## src/rtl/dmem_arbiter_if.sv

```systemverilog
// Bus bundle between the MEM stage / EXT requester / data memory and the arbiter.
// The slave modport is the arbiter's view; the master modport is everything around it.
interface dmem_arbiter_if #(
  parameter int XLEN  = 32,
  parameter int CNT_W = 16
);
  // CPU side: no handshake. cpu_req is honoured at once unless cpu_stall is high,
  // in which case the MEM stage holds its request and presents it again.
  logic            cpu_req;
  logic            cpu_we;
  logic [3:0]      cpu_be;
  logic [XLEN-3:0] cpu_addr;
  logic [XLEN-1:0] cpu_wd;
  logic [XLEN-1:0] cpu_rd;
  logic            cpu_stall;

  // EXT side valid/ready: a transfer happens on a cycle where ext_valid && ext_ready;
  // once ext_valid rises, ext_we/be/addr/wd stay stable and ext_valid stays high
  // until that cycle; ext_ready may depend combinationally on ext_valid.
  logic            ext_valid;
  logic            ext_ready;
  logic            ext_we;
  logic [3:0]      ext_be;
  logic [XLEN-3:0] ext_addr;
  logic [XLEN-1:0] ext_wd;
  logic            ext_rvalid;
  logic [XLEN-1:0] ext_rdata;

  logic            mem_we;
  logic [3:0]      mem_be;
  logic [XLEN-3:0] mem_addr;
  logic [XLEN-1:0] mem_wd;
  logic [XLEN-1:0] mem_rd;

  logic [CNT_W-1:0] conflict_cnt;

  modport slave (
    input  cpu_req, cpu_we, cpu_be, cpu_addr, cpu_wd,
    output cpu_rd, cpu_stall,
    input  ext_valid, ext_we, ext_be, ext_addr, ext_wd,
    output ext_ready, ext_rvalid, ext_rdata,
    output mem_we, mem_be, mem_addr, mem_wd,
    input  mem_rd,
    output conflict_cnt
  );

  modport master (
    output cpu_req, cpu_we, cpu_be, cpu_addr, cpu_wd,
    input  cpu_rd, cpu_stall,
    output ext_valid, ext_we, ext_be, ext_addr, ext_wd,
    input  ext_ready, ext_rvalid, ext_rdata,
    input  mem_we, mem_be, mem_addr, mem_wd,
    output mem_rd,
    input  conflict_cnt
  );
endinterface

```

## src/rtl/dmem_arbiter.sv

```systemverilog
// Data-memory port arbiter: CPU has fixed priority, EXT gets a forced slot after
// MAX_WAIT consecutive losses. EXT reads return one cycle after grant.
module dmem_arbiter #(
  parameter int XLEN     = 32,
  parameter int MAX_WAIT = 4,
  parameter int CNT_W    = 16
) (
  input  logic                clk,
  input  logic                reset,
  dmem_arbiter_if.slave       bus,
  output logic                dbg_force,
  output logic [7:0]          dbg_wait_cnt
);
  localparam int WAIT_W = $clog2(MAX_WAIT + 1);

  typedef enum logic {S_NORMAL, S_FORCE} state_t;

  state_t           state_q, state_d;
  logic [WAIT_W-1:0] wait_cnt_q, wait_cnt_d;
  logic             ext_rvalid_q, ext_rvalid_d;
  logic [XLEN-1:0]  ext_rdata_q, ext_rdata_d;
  logic [CNT_W-1:0] conflict_cnt_q, conflict_cnt_d;
  logic             gnt_ext, gnt_cpu;

  always_comb begin
    if (state_q == S_FORCE) begin
      gnt_ext = bus.ext_valid;
      gnt_cpu = bus.cpu_req && !bus.ext_valid;
    end else begin
      gnt_ext = bus.ext_valid && !bus.cpu_req;
      gnt_cpu = bus.cpu_req;
    end
  end

  // A stalled CPU store never reaches memory: the write strobe follows the grant.
  always_comb begin
    bus.ext_ready = gnt_ext;
    bus.cpu_stall = bus.cpu_req && gnt_ext;
    bus.cpu_rd    = bus.mem_rd;
    bus.mem_we    = !reset && (gnt_ext ? bus.ext_we : (gnt_cpu && bus.cpu_we));
    bus.mem_be    = gnt_ext ? bus.ext_be : (gnt_cpu ? bus.cpu_be : 4'b0000);
    bus.mem_addr  = gnt_ext ? bus.ext_addr : bus.cpu_addr;
    bus.mem_wd    = gnt_ext ? bus.ext_wd : bus.cpu_wd;
  end

  always_comb begin
    state_d        = state_q;
    wait_cnt_d     = wait_cnt_q;
    ext_rvalid_d   = gnt_ext && !bus.ext_we;
    ext_rdata_d    = ext_rdata_q;
    conflict_cnt_d = conflict_cnt_q;

    if (gnt_ext || !bus.ext_valid) begin
      wait_cnt_d = '0;
    end else if (wait_cnt_q != WAIT_W'(MAX_WAIT)) begin
      wait_cnt_d = wait_cnt_q + 1'b1;
    end

    case (state_q)
      S_NORMAL: if (bus.ext_valid && !gnt_ext && wait_cnt_q == WAIT_W'(MAX_WAIT - 1))
                  state_d = S_FORCE;
      S_FORCE:  if (gnt_ext || !bus.ext_valid)
                  state_d = S_NORMAL;
      default:  state_d = S_NORMAL;
    endcase

    // Read data is captured at the grant cycle, not at the response cycle.
    if (ext_rvalid_d) begin
      ext_rdata_d = bus.mem_rd;
    end

    if (bus.cpu_req && bus.ext_valid && conflict_cnt_q != '1) begin
      conflict_cnt_d = conflict_cnt_q + 1'b1;
    end
  end

  always_ff @(posedge clk or posedge reset) begin
    if (reset) begin
      state_q        <= S_NORMAL;
      wait_cnt_q     <= '0;
      ext_rvalid_q   <= 1'b0;
      ext_rdata_q    <= '0;
      conflict_cnt_q <= '0;
    end else begin
      state_q        <= state_d;
      wait_cnt_q     <= wait_cnt_d;
      ext_rvalid_q   <= ext_rvalid_d;
      ext_rdata_q    <= ext_rdata_d;
      conflict_cnt_q <= conflict_cnt_d;
    end
  end

  assign bus.ext_rvalid   = ext_rvalid_q;
  assign bus.ext_rdata    = ext_rdata_q;
  assign bus.conflict_cnt = conflict_cnt_q;
  assign dbg_force        = (state_q == S_FORCE);
  assign dbg_wait_cnt     = 8'(wait_cnt_q);
endmodule

```

## src/flat_wrapper.sv

```systemverilog
// flat-port wrapper written by rule: the top's interface ports become plain ports
module dmem_arbiter_flat 
#(
  parameter int XLEN     = 32,
  parameter int MAX_WAIT = 4,
  parameter int CNT_W    = 16
)
  (clk, reset, dbg_force, dbg_wait_cnt, bus_cpu_req, bus_cpu_we, bus_cpu_be, bus_cpu_addr, bus_cpu_wd, bus_cpu_rd, bus_cpu_stall, bus_ext_valid, bus_ext_we, bus_ext_be, bus_ext_addr, bus_ext_wd, bus_ext_ready, bus_ext_rvalid, bus_ext_rdata, bus_mem_we, bus_mem_be, bus_mem_addr, bus_mem_wd, bus_mem_rd, bus_conflict_cnt);
  dmem_arbiter_if #(.XLEN(XLEN), .CNT_W(CNT_W)) bus_i ();
  input  logic clk;
  input  logic reset;
  output logic dbg_force;
  output logic [7:0] dbg_wait_cnt;
  input wire logic [$bits(bus_i.cpu_req)-1:0] bus_cpu_req;
  input wire logic [$bits(bus_i.cpu_we)-1:0] bus_cpu_we;
  input wire logic [$bits(bus_i.cpu_be)-1:0] bus_cpu_be;
  input wire logic [$bits(bus_i.cpu_addr)-1:0] bus_cpu_addr;
  input wire logic [$bits(bus_i.cpu_wd)-1:0] bus_cpu_wd;
  output wire logic [$bits(bus_i.cpu_rd)-1:0] bus_cpu_rd;
  output wire logic [$bits(bus_i.cpu_stall)-1:0] bus_cpu_stall;
  input wire logic [$bits(bus_i.ext_valid)-1:0] bus_ext_valid;
  input wire logic [$bits(bus_i.ext_we)-1:0] bus_ext_we;
  input wire logic [$bits(bus_i.ext_be)-1:0] bus_ext_be;
  input wire logic [$bits(bus_i.ext_addr)-1:0] bus_ext_addr;
  input wire logic [$bits(bus_i.ext_wd)-1:0] bus_ext_wd;
  output wire logic [$bits(bus_i.ext_ready)-1:0] bus_ext_ready;
  output wire logic [$bits(bus_i.ext_rvalid)-1:0] bus_ext_rvalid;
  output wire logic [$bits(bus_i.ext_rdata)-1:0] bus_ext_rdata;
  output wire logic [$bits(bus_i.mem_we)-1:0] bus_mem_we;
  output wire logic [$bits(bus_i.mem_be)-1:0] bus_mem_be;
  output wire logic [$bits(bus_i.mem_addr)-1:0] bus_mem_addr;
  output wire logic [$bits(bus_i.mem_wd)-1:0] bus_mem_wd;
  input wire logic [$bits(bus_i.mem_rd)-1:0] bus_mem_rd;
  output wire logic [$bits(bus_i.conflict_cnt)-1:0] bus_conflict_cnt;
  assign bus_i.cpu_req = bus_cpu_req;
  assign bus_i.cpu_we = bus_cpu_we;
  assign bus_i.cpu_be = bus_cpu_be;
  assign bus_i.cpu_addr = bus_cpu_addr;
  assign bus_i.cpu_wd = bus_cpu_wd;
  assign bus_cpu_rd = bus_i.cpu_rd;
  assign bus_cpu_stall = bus_i.cpu_stall;
  assign bus_i.ext_valid = bus_ext_valid;
  assign bus_i.ext_we = bus_ext_we;
  assign bus_i.ext_be = bus_ext_be;
  assign bus_i.ext_addr = bus_ext_addr;
  assign bus_i.ext_wd = bus_ext_wd;
  assign bus_ext_ready = bus_i.ext_ready;
  assign bus_ext_rvalid = bus_i.ext_rvalid;
  assign bus_ext_rdata = bus_i.ext_rdata;
  assign bus_mem_we = bus_i.mem_we;
  assign bus_mem_be = bus_i.mem_be;
  assign bus_mem_addr = bus_i.mem_addr;
  assign bus_mem_wd = bus_i.mem_wd;
  assign bus_i.mem_rd = bus_mem_rd;
  assign bus_conflict_cnt = bus_i.conflict_cnt;
  dmem_arbiter #(.XLEN(XLEN), .MAX_WAIT(MAX_WAIT), .CNT_W(CNT_W)) u_core (.clk(clk), .reset(reset), .bus(bus_i), .dbg_force(dbg_force), .dbg_wait_cnt(dbg_wait_cnt));
endmodule
```

## config.mk

```make
export PLATFORM = sky130hd
export DESIGN_NAME = dmem_arbiter_flat
export DESIGN_NICKNAME = d
export VERILOG_FILES = /design/src/rtl/dmem_arbiter_if.sv /design/src/rtl/dmem_arbiter.sv /design/src/flat_wrapper.sv
export SDC_FILE = /design/constraint.sdc
export NUM_CORES = 1
export LEC_CHECK = 0
export ABC_AREA = 1
export BUFFER_PORTS_ARGS = -buffer_cell sky130_fd_sc_hd__buf_2
export CORE_AREA = 2 2 128 130
export CTS_CLUSTER_DIAMETER = 60
export DETAILED_ROUTE_END_ITERATION = 16
export DIE_AREA = 0 0 130 132
export PLACE_DENSITY = 0.5
export SLEW_MARGIN = 20
export SYNTH_ARGS = -nofsm -noshare
export SYNTH_HDL_FRONTEND = slang
export SYNTH_SLANG_ARGS = --single-unit
```

## constraint.sdc

```tcl
create_clock -name clk -period 3.14 [get_ports clk]
set_input_delay 0 -clock clk [delete_from_list [all_inputs] [get_ports clk]]
set_output_delay 0 -clock clk [all_outputs]
set_load 0.05 [all_outputs]
```

# Word-level counts from Yosys, hierarchy flattened
# Cells that the tools add are included.
[totals] word_cells=40 output_inout_bits=159 input_bits=170 reg_bits=53
[op_classes] n_reduce_logical=17 n_mux=12 n_eq_ne=3 n_addsub=2 bitwise_logic=1
[ops] cell="two-way mux 32 bit" count=1
[ops] cell="two-way mux 30 bit" count=1
[ops] cell="adder 16 x 1 -> 16 bit (second input constant)" count=1
[ops] cell="!= test 16 bit (second input constant)" count=1
[ops] cell="logical AND 1 bit" count=10
[ops] cell="two-way mux 4 bit" count=2
[ops] cell="two-way mux 3 bit" count=2
[ops] cell="logical NOT 1 bit" count=5
[ops] cell="two-way mux 1 bit" count=5
[ops] cell="adder 3 x 1 -> 3 bit (second input constant)" count=1
[ops] cell="== test 3 x 2 -> 1 bit (second input constant)" count=1
[ops] cell="!= test 3 bit (second input constant)" count=1
[ops] cell="one-hot mux 1 bit (2 select lines)" count=1
[ops] cell="nonzero test 2 bit" count=1
[ops] cell="logical OR 1 bit" count=1
[ops] cell="inverter 1 bit" count=1

# Longest topological paths before layout
# Gate-level depths: netlist (run 1).
[depth] depth_word=8 mapped_depth=9 mapped_depth_nobuf=9

# Worst setup path before layout (run 1)
# Ideal clock, no wire load.
[synth_timing] kind="register to output" from="register u_core.state_q, in the netlist u_core.dbg_force" to="output bus_mem_addr[20]" path_stages_with_launch=6 required_ns=3.140 arrival_time_ns=2.053 path_buffers=1 path_slack_ns=1.087 cell_sequence="dfrtp_1 -> o21ai_4 -> inv_2 -> clkbuf_1 -> nand2_1 -> nand2_1"
[synth_between] elab_chain_cells=2
[synth_rtl] element="from (decl)" line_no="dmem_arbiter.sv:18" rtl="state_t state_q, state_d;"
[synth_rtl] element="from (signal assigned)" line_no="dmem_arbiter.sv:85" rtl="state_q <= state_d;"
[synth_rtl] element="two-way mux 1 bit" line_no="dmem_arbiter.sv:26" rtl="if (state_q == S_FORCE) begin"
[synth_rtl] element="via bus_ext_ready" line_no="flat_wrapper.sv:26" rtl="output wire logic [$bits(bus_i.ext_ready)-1:0] bus_ext_ready;"
[synth_rtl] element="two-way mux 30 bit" line_no="dmem_arbiter.sv:42" rtl="bus.mem_addr = gnt_ext ? bus.ext_addr : bus.cpu_addr;"
[synth_rtl] element="to (decl)" line_no="flat_wrapper.sv:31" rtl="output wire logic [$bits(bus_i.mem_addr)-1:0] bus_mem_addr;"
# The timed path passes the listed nets, and every way through them passes these cells.

# Worst setup path after layout (run 1)
[layout_timing] from="register u_core.state_q, in the netlist u_core.dbg_force" to="output bus_mem_be[2]"
[layout_between] elab_chain_cells=3
[layout_rtl] element="two-way mux 1 bit" line_no="dmem_arbiter.sv:26"
[layout_rtl] element="two-way mux 4 bit" line_no="dmem_arbiter.sv:41" rtl="bus.mem_be = gnt_ext ? bus.ext_be : (gnt_cpu ? bus.cpu_be : 4'b0000);"
[layout_rtl] element="two-way mux 4 bit (*)" line_no="dmem_arbiter.sv:41"
[layout_rtl] element="to (decl)" line_no="flat_wrapper.sv:30" rtl="output wire logic [$bits(bus_i.mem_be)-1:0] bus_mem_be;"
# Every way passes the cells marked *; elsewhere a longest branch is shown, timed or not.

==> flow_summary_export.csv, run 1 <==
group,metric,value,unit
finish,final_cell_mix,"348 x nand2_1, 323 x buf_2, 53 x dfrtp_1",
global_route,grt_pass1_vias,4125,
die,start_util,22.3,%
setup_path,arrival,2030,ps
clock_network,htree_levels,2,
placement,port_buffers,323,
hold_path,min_path_type,"input port to flop",
finish,final_common_cell,"nand2_1",
clock_network,clock_latency,290,ps
clock_network,cts-root-buf,"clkbuf_16",
setup_path,reg2reg_to,"u_core.bus.ext_rdata[25]$_DFFE_PP0P_",
synth,avgSynthCellArea,6.35,um2
setup_path,crit_type,"flop to primary output",
placement,gp_congestion,0.793,
setup_path,critPathLaunchType,"flop",
sta,max_freq,0.492,GHz
clock_network,numCtsBuffers,5,
clock_network,cts.reportedPaths.clkPinSlew,70,ps
pwr,p_leak,3.44,nW
routing,detailroute.via_count,4405,
sta,setup_ws,1110,ps
setup_path,r2r_cells,6,
clock_network,cts_tree,"done",
clock_network,post_cts_buffers,0,
global_route,grt_pass1_wl,22900,um
clock_network,postCtsHoldBufs,33,
pwr,p_total,2.71,mW
routing,first_pass_iters,5,
synth,ys_types,22,
die,die_w,130,um
global_route,grt-ovfl-total,0,
die,die_y,132,um
placement,post-place-ws,1130,ps
sta,tightest_slew,689,ps
synth,syn_area,3500,um2
sta,rsz0062_at_grt,"false",
sta,fin_crit,2030,ps
routing,wl_met2,7640,um
sta,setup_viol,0,
routing,via_per_inst,4.06,
pwr,powerDensity,488,nW/um2
sta,whs,283,ps
sta,slew_headroom,54.0,%
routing,wl,15600,um
routing,drt_iter0_markers,243,
synth,yosys_warnings,0,
global_route,grt_max_degree,69,
sta,drv_slew,0,
job,cap_violations,0,
status,outcome,"finished clean",
finish,nNetsFinal,1040,
sta,finClkSkew,7.92,ps
clock_network,cts_sinks,53,
routing,drc_errors,0,
finish,drive_gt1_share,39.6,%
setup_path,critPathLaunch,"u_core.dbg_force$_DFF_PP0_",
die,dieArea,17200,um2
synth,ys_seq_area_share,37.9,%
routing,topRoutingLayerUsed,"met5",
routing,wl_met1,6500,um
setup_path,crit_fanout,68,
setup_path,crit_required,3140,ps
synth,syn_inst,552,
die,io_pins,329,
setup_path,reg2reg_from,"u_core.dbg_force$_DFF_PP0_",
synth,synth_seq_cells,53,
finish,finish.utilization,35.3,%
setup_path,endpoint,"bus_mem_be[2]",
clock_network,cts_buffer_depth,2,
setup_path,cp-end-kind,"primary output",
sta,period_share,64.8,%
pwr,max-vdd-ir-drop,412,uV
die,num_rows,46,
global_route,grtUsageTotal,17.2,%
clock_network,ctsResizeCount,0,
routing,wire_per_inst,14.4,um
sta,tns,0,ps
sta,hold_viol_final,0,
routing,ant_nets,0,
global_route,antenna_found_initial,2,
placement,place_hpwl,12300,um
finish,syn_to_final_growth,58.5,%
routing,met3WireLength,1170,um
setup_path,r2r_slack,1230,ps
die,core-area,15700,um2
[critical path, cell delays in order, from the launching register on]
cell     delay (ps)
dfrtp_1         430
o21ai_4          80
inv_2            60
buf_4           510
a32o_1          270
buf_2           320
[synthesized netlist by cell type, drive strengths merged]
master / instances / area share (%)
nand2: 350 / 38
dfrtp: 53 / 38
buf: 46 / 9.2
inv: 28 / 3.0
nor2: 21 / 2.4
nand3: 11 / 1.6
clkbuf: 10 / 1.1
o21ai: 9 / 1.6
a32o: 4 / 1.1
ha: 4 / 1.4
nand3b: 4 / 0.86
nand4: 4 / 0.71
a21oi: 3 / 0.43
xnor2: 3 / 0.75
conb: 1 / 0.11
o31ai: 1 / 0.21
[cell families after synthesis]
kind of cell               synth area share [%]
AOI/OAI and AO/OA                          3.39
xor gates and xnor gates                  0.750
buffers and inverters                      13.3
DFF                                        37.9
other                                     0.107
adders and majority gates                  1.43
and+or+nand+nor                            43.2
[cell type report]
| cell class | instances | area, um2 |
|---|---|---|
| Antenna cell | 1 | 2.50 |
| Clock buffer | 6 | 139 |
| Clock inverter | 2 | 13.8 |
| Fill cell | 1751 | 10200 |
| Inverter | 28 | 105 |
| Multi-Input combinational cell | 419 | 1730 |
| Sequential cell | 53 | 1330 |
| Tap cell | 216 | 270 |
| Timing Repair Buffer | 359 | 1970 |
[power by group]
group / leakage, nW / switching, mW / total (mW) / internal (mW)
Clock: 0.0768 / 0.256 / 0.574 / 0.318
Sequential: 0.684 / 0.0724 / 0.847 / 0.775
Combinational: 2.67 / 0.971 / 1.29 / 0.317
Total: 3.44 / 1.30 / 2.71 / 1.41
[how the worst min path moves through the flow]
stage                              from                              endpoint  slack (ps)  cells after the start
after floorplan           bus_mem_rd[0]   u_core.bus.ext_rdata[0]$_DFFE_PP0P_         110                      2
after global placement            reset   u_core.bus.ext_rdata[1]$_DFFE_PP0P_         140                      2
after detailed placement          reset  u_core.bus.ext_rdata[23]$_DFFE_PP0P_         130                      2
after CTS                 bus_ext_valid      u_core.wait_cnt_q[0]$_DFFE_PP0P_         280                      5
after global routing      bus_ext_valid      u_core.wait_cnt_q[0]$_DFFE_PP0P_         320                      5
final                     bus_ext_valid      u_core.wait_cnt_q[0]$_DFFE_PP0P_         280                      5
[per-stage QoR]
step | cells | area, um2
2_1_floorplan | 556 | 3520
6_report | 1084 | 5550
3_5_place_dp | 1042 | 5070
4_1_cts | 1083 | 5550
5_1_grt | 1084 | 5550
3_3_place_gp | 1042 | 5070
[routing by layer]
| layer | vias up | track usage (%) |
|---|---|---|
| met1 | 1942 | 20.2 |
| met3 | 15 | 3.81 |
| met5 | - | 0 |
| met2 | 185 | 31.4 |
| met4 | 2 | 4.30 |
| li1 | 2261 | - |
[flip-flops by register name (all words and copies together) (netlist names)]
register / flops
u_core.dbg_force: 1
u_core.bus.conflict_cnt: 16
u_core.wait_cnt_q: 3
u_core.bus.ext_rdata: 32
u_core.bus.ext_rvalid: 1
(Power assumes the default switching activity.)
==> inputs of run 2 (changes only) <==
PLACE_DENSITY = 0.52   (was 0.5)
clock period = 1.85 ns   (was 3.14 ns; I/O delays follow)
==> run 2 against run 1 <==
Critical endpoint is now bus_mem_we; critical path depth increased by 1; die area did not move; critical path type unchanged; global-route usage down 0.93 points; highest routed layer is now met4; clock skew shrank 5.5 ps; hold slack worse by 30 ps; power increased by 74%.
==> flow_summary_export.csv, run 2 (synthesis results as in run 1) <==
group,metric,value,unit
status,outcome,"finished clean",
clock_network,cts_sinks,53,
finish,final_cell_mix,"348 x nand2_1, 323 x buf_2, 53 x dfrtp_1",
sta,tns,0,ps
routing,first_pass_iters,5,
finish,fin_area,5680,um2
routing,via_per_inst,4.08,
setup_path,crit_required,1850,ps
setup_path,cp_slowest_stage_delay,420,ps
sta,period_share,94.4,%
clock_network,htree_levels,2,
setup_path,crit_chain,"o21ai_4, inv_2, buf_4, nand2_1, a21oi_2, buf_2",
setup_path,cpMaxStageDelayCell,"dfrtp_1",
global_route,grt_pass1_vias,4188,
die,die_w,130,um
pwr,p_total,4.72,mW
finish,stdcell_count,1093,
global_route,use_met3,2.96,%
global_route,grt_max_degree,57,
setup_path,path_buf_inv,3,
setup_path,arrival,1750,ps
sta,setup_viol,0,
global_route,grt_pass1_wl,22100,um
clock_network,numCtsBuffers,5,
clock_network,clock_latency,290,ps
sta,hold_viol_final,0,
global_route,grt_busiest_layer,"met2",
die,start_util,22.3,%
placement,port_buffers,323,
finish,syn_to_final_growth,62.1,%
hold_path,min_path_type,"input port to flop",
routing,drc_errors,0,
hold_path,min_from,"bus_ext_we",
sta,max_freq,0.573,GHz
sta,tightest_slew,556,ps
routing,wire_per_inst,13.8,um
finish,final_common_cell,"nand2_1",
setup_path,critPathLaunchType,"flop",
setup_path,critPathLaunch,"u_core.dbg_force$_DFF_PP0_",
pwr,comb_power_share,47.3,%
global_route,grt.met2_usage,28.6,%
sta,rsz0062_at_grt,"false",
clock_network,cts-root-buf,"clkbuf_16",
placement,place_hpwl,11900,um
sta,drv_slew,0,
global_route,grtUsageMet1,20.1,%
global_route,antenna_found_initial,2,
pwr,max-vdd-ir-drop,416,uV
setup_path,crit_type,"flop to primary output",
finish,drive_gt1_share,40.2,%
pwr,internal_power,2.51,mW
sta,finClkSkew,2.41,ps
clock_network,postCtsHoldBufs,33,
pwr,p_clk_share,22.5,%
routing,detailroute.via_count,4459,
setup_path,critPathTopFamily,"buffers and inverters",
pwr,powerDensity,832,nW/um2
clock_network,ctsResizeCount,0,
global_route,grt-ovfl-total,0,
clock_network,cts_tree,"done",
die,num_rows,46,
die,dieArea,17200,um2
pwr,p_leak,3.49,nW
job,cap_violations,0,
finish,largest_reg_flops,32,
clock_network,cts.reportedPaths.clkPinSlew,70,ps
pwr,p_sw,2.21,mW
die,core-area,15700,um2
placement,dpl.cell_count,1050,
sta,fin_crit,1750,ps
clock_network,cts_buffer_depth,2,
setup_path,reg2reg_from,"u_core.bus.conflict_cnt[0]$_DFFE_PP0P_",
pwr,p_seq_share,30.3,%
routing,drt_iter0_markers,252,
clock_network,post_cts_buffers,0,
routing,wl,15100,um
routing,ant_nets,0,
die,io_pins,329,
finish,nNetsFinal,1048,
die,die_y,132,um
placement,placed_area,5180,um2
setup_path,crit_fanout,28,
sta,slew_headroom,62.9,%
placement,gp_congestion,0.846,
setup_path,cp-end-kind,"primary output",
global_route,grtUsageTotal,16.3,%
pwr,swShare,46.8,%
==> run 2: changes by cell type in the layout (fill, tap and decap cells not counted) <==
cell	change
bufinv_16	+1
diode_2	+2
buf_4	+4
clkbuf_8	-1
a21oi_2	+1
clkinv_4	-1
buf_12	+4
a21oi_1	-1
==> run 2: layer usage <==
layer | up-vias | part of all wire [%] | wire (um)
li1 | 2272 | - | -
met2 | 223 | 48 | 7230
met3 | 25 | 7.9 | 1190
met4 | 0 | 2.2 | 338
met1 | 1939 | 42 | 6320
met5 | - | 0 | 0
==> run 2: final timing paths <==
kind / to / slack (ps) / cells after the start
worst max-delay path: bus_mem_we / 100 / 6
worst min-delay path: u_core.bus.ext_rdata[22]$_DFFE_PP0P_ / 250 / 6
worst max register to register: u_core.bus.conflict_cnt[14]$_DFFE_PP0P_ / 300 / 8
worst min register to register: u_core.bus.ext_rdata[29]$_DFFE_PP0P_ / 480 / 2
max in group asynchronous: u_core.bus.ext_rvalid$_DFF_PP0_ / 1270 / 4
min in group asynchronous: u_core.bus.ext_rdata[22]$_DFFE_PP0P_ / 310 / 4
==> run 2: power by group through the flow <==
stage | combinational [mW] | clock [mW] | sequential [mW]
final | 2.23 | 1.06 | 1.43
after global routing | 2.36 | 1.14 | 1.45
after CTS | 2.25 | 1.09 | 1.43
after detailed placement | 2.19 | 0 | 1.44
after global placement | 2.19 | 0 | 1.45
after floorplan | 1.01 | 0 | 2.00
==> run 2: stage by stage <==
| stage | hold slack [ps] | setup slack, ps | util (%) |
|---|---|---|---|
| finish | 253 | 104 | 36.1 |
| global route | 306 | 1.96 | 36.1 |
| CTS | 258 | 75.1 | 36.1 |
| detailed placement | 94.5 | 313 | 33.0 |
| global placement | 95.2 | 345 | 33.0 |
| floorplan | 88.4 | 108 | - |
==> run 2: cell type report <==
class / count / area (um2)
repair buffers: 367 / 2080
clock inverters: 2 / 35.0
clock buffers: 5 / 125
fillers: 1739 / 10000
well taps: 216 / 270
multi-input cells: 419 / 1730
inverters: 28 / 105
flip-flops and latches: 53 / 1330
diodes: 3 / 7.51
==> run 2: worst min-delay path, stage by stage <==
cell and delay (ps):
buf_2 100, inv_1 40, nand2_2 80, buf_4 180
nand2_1 60, nand2_1 50
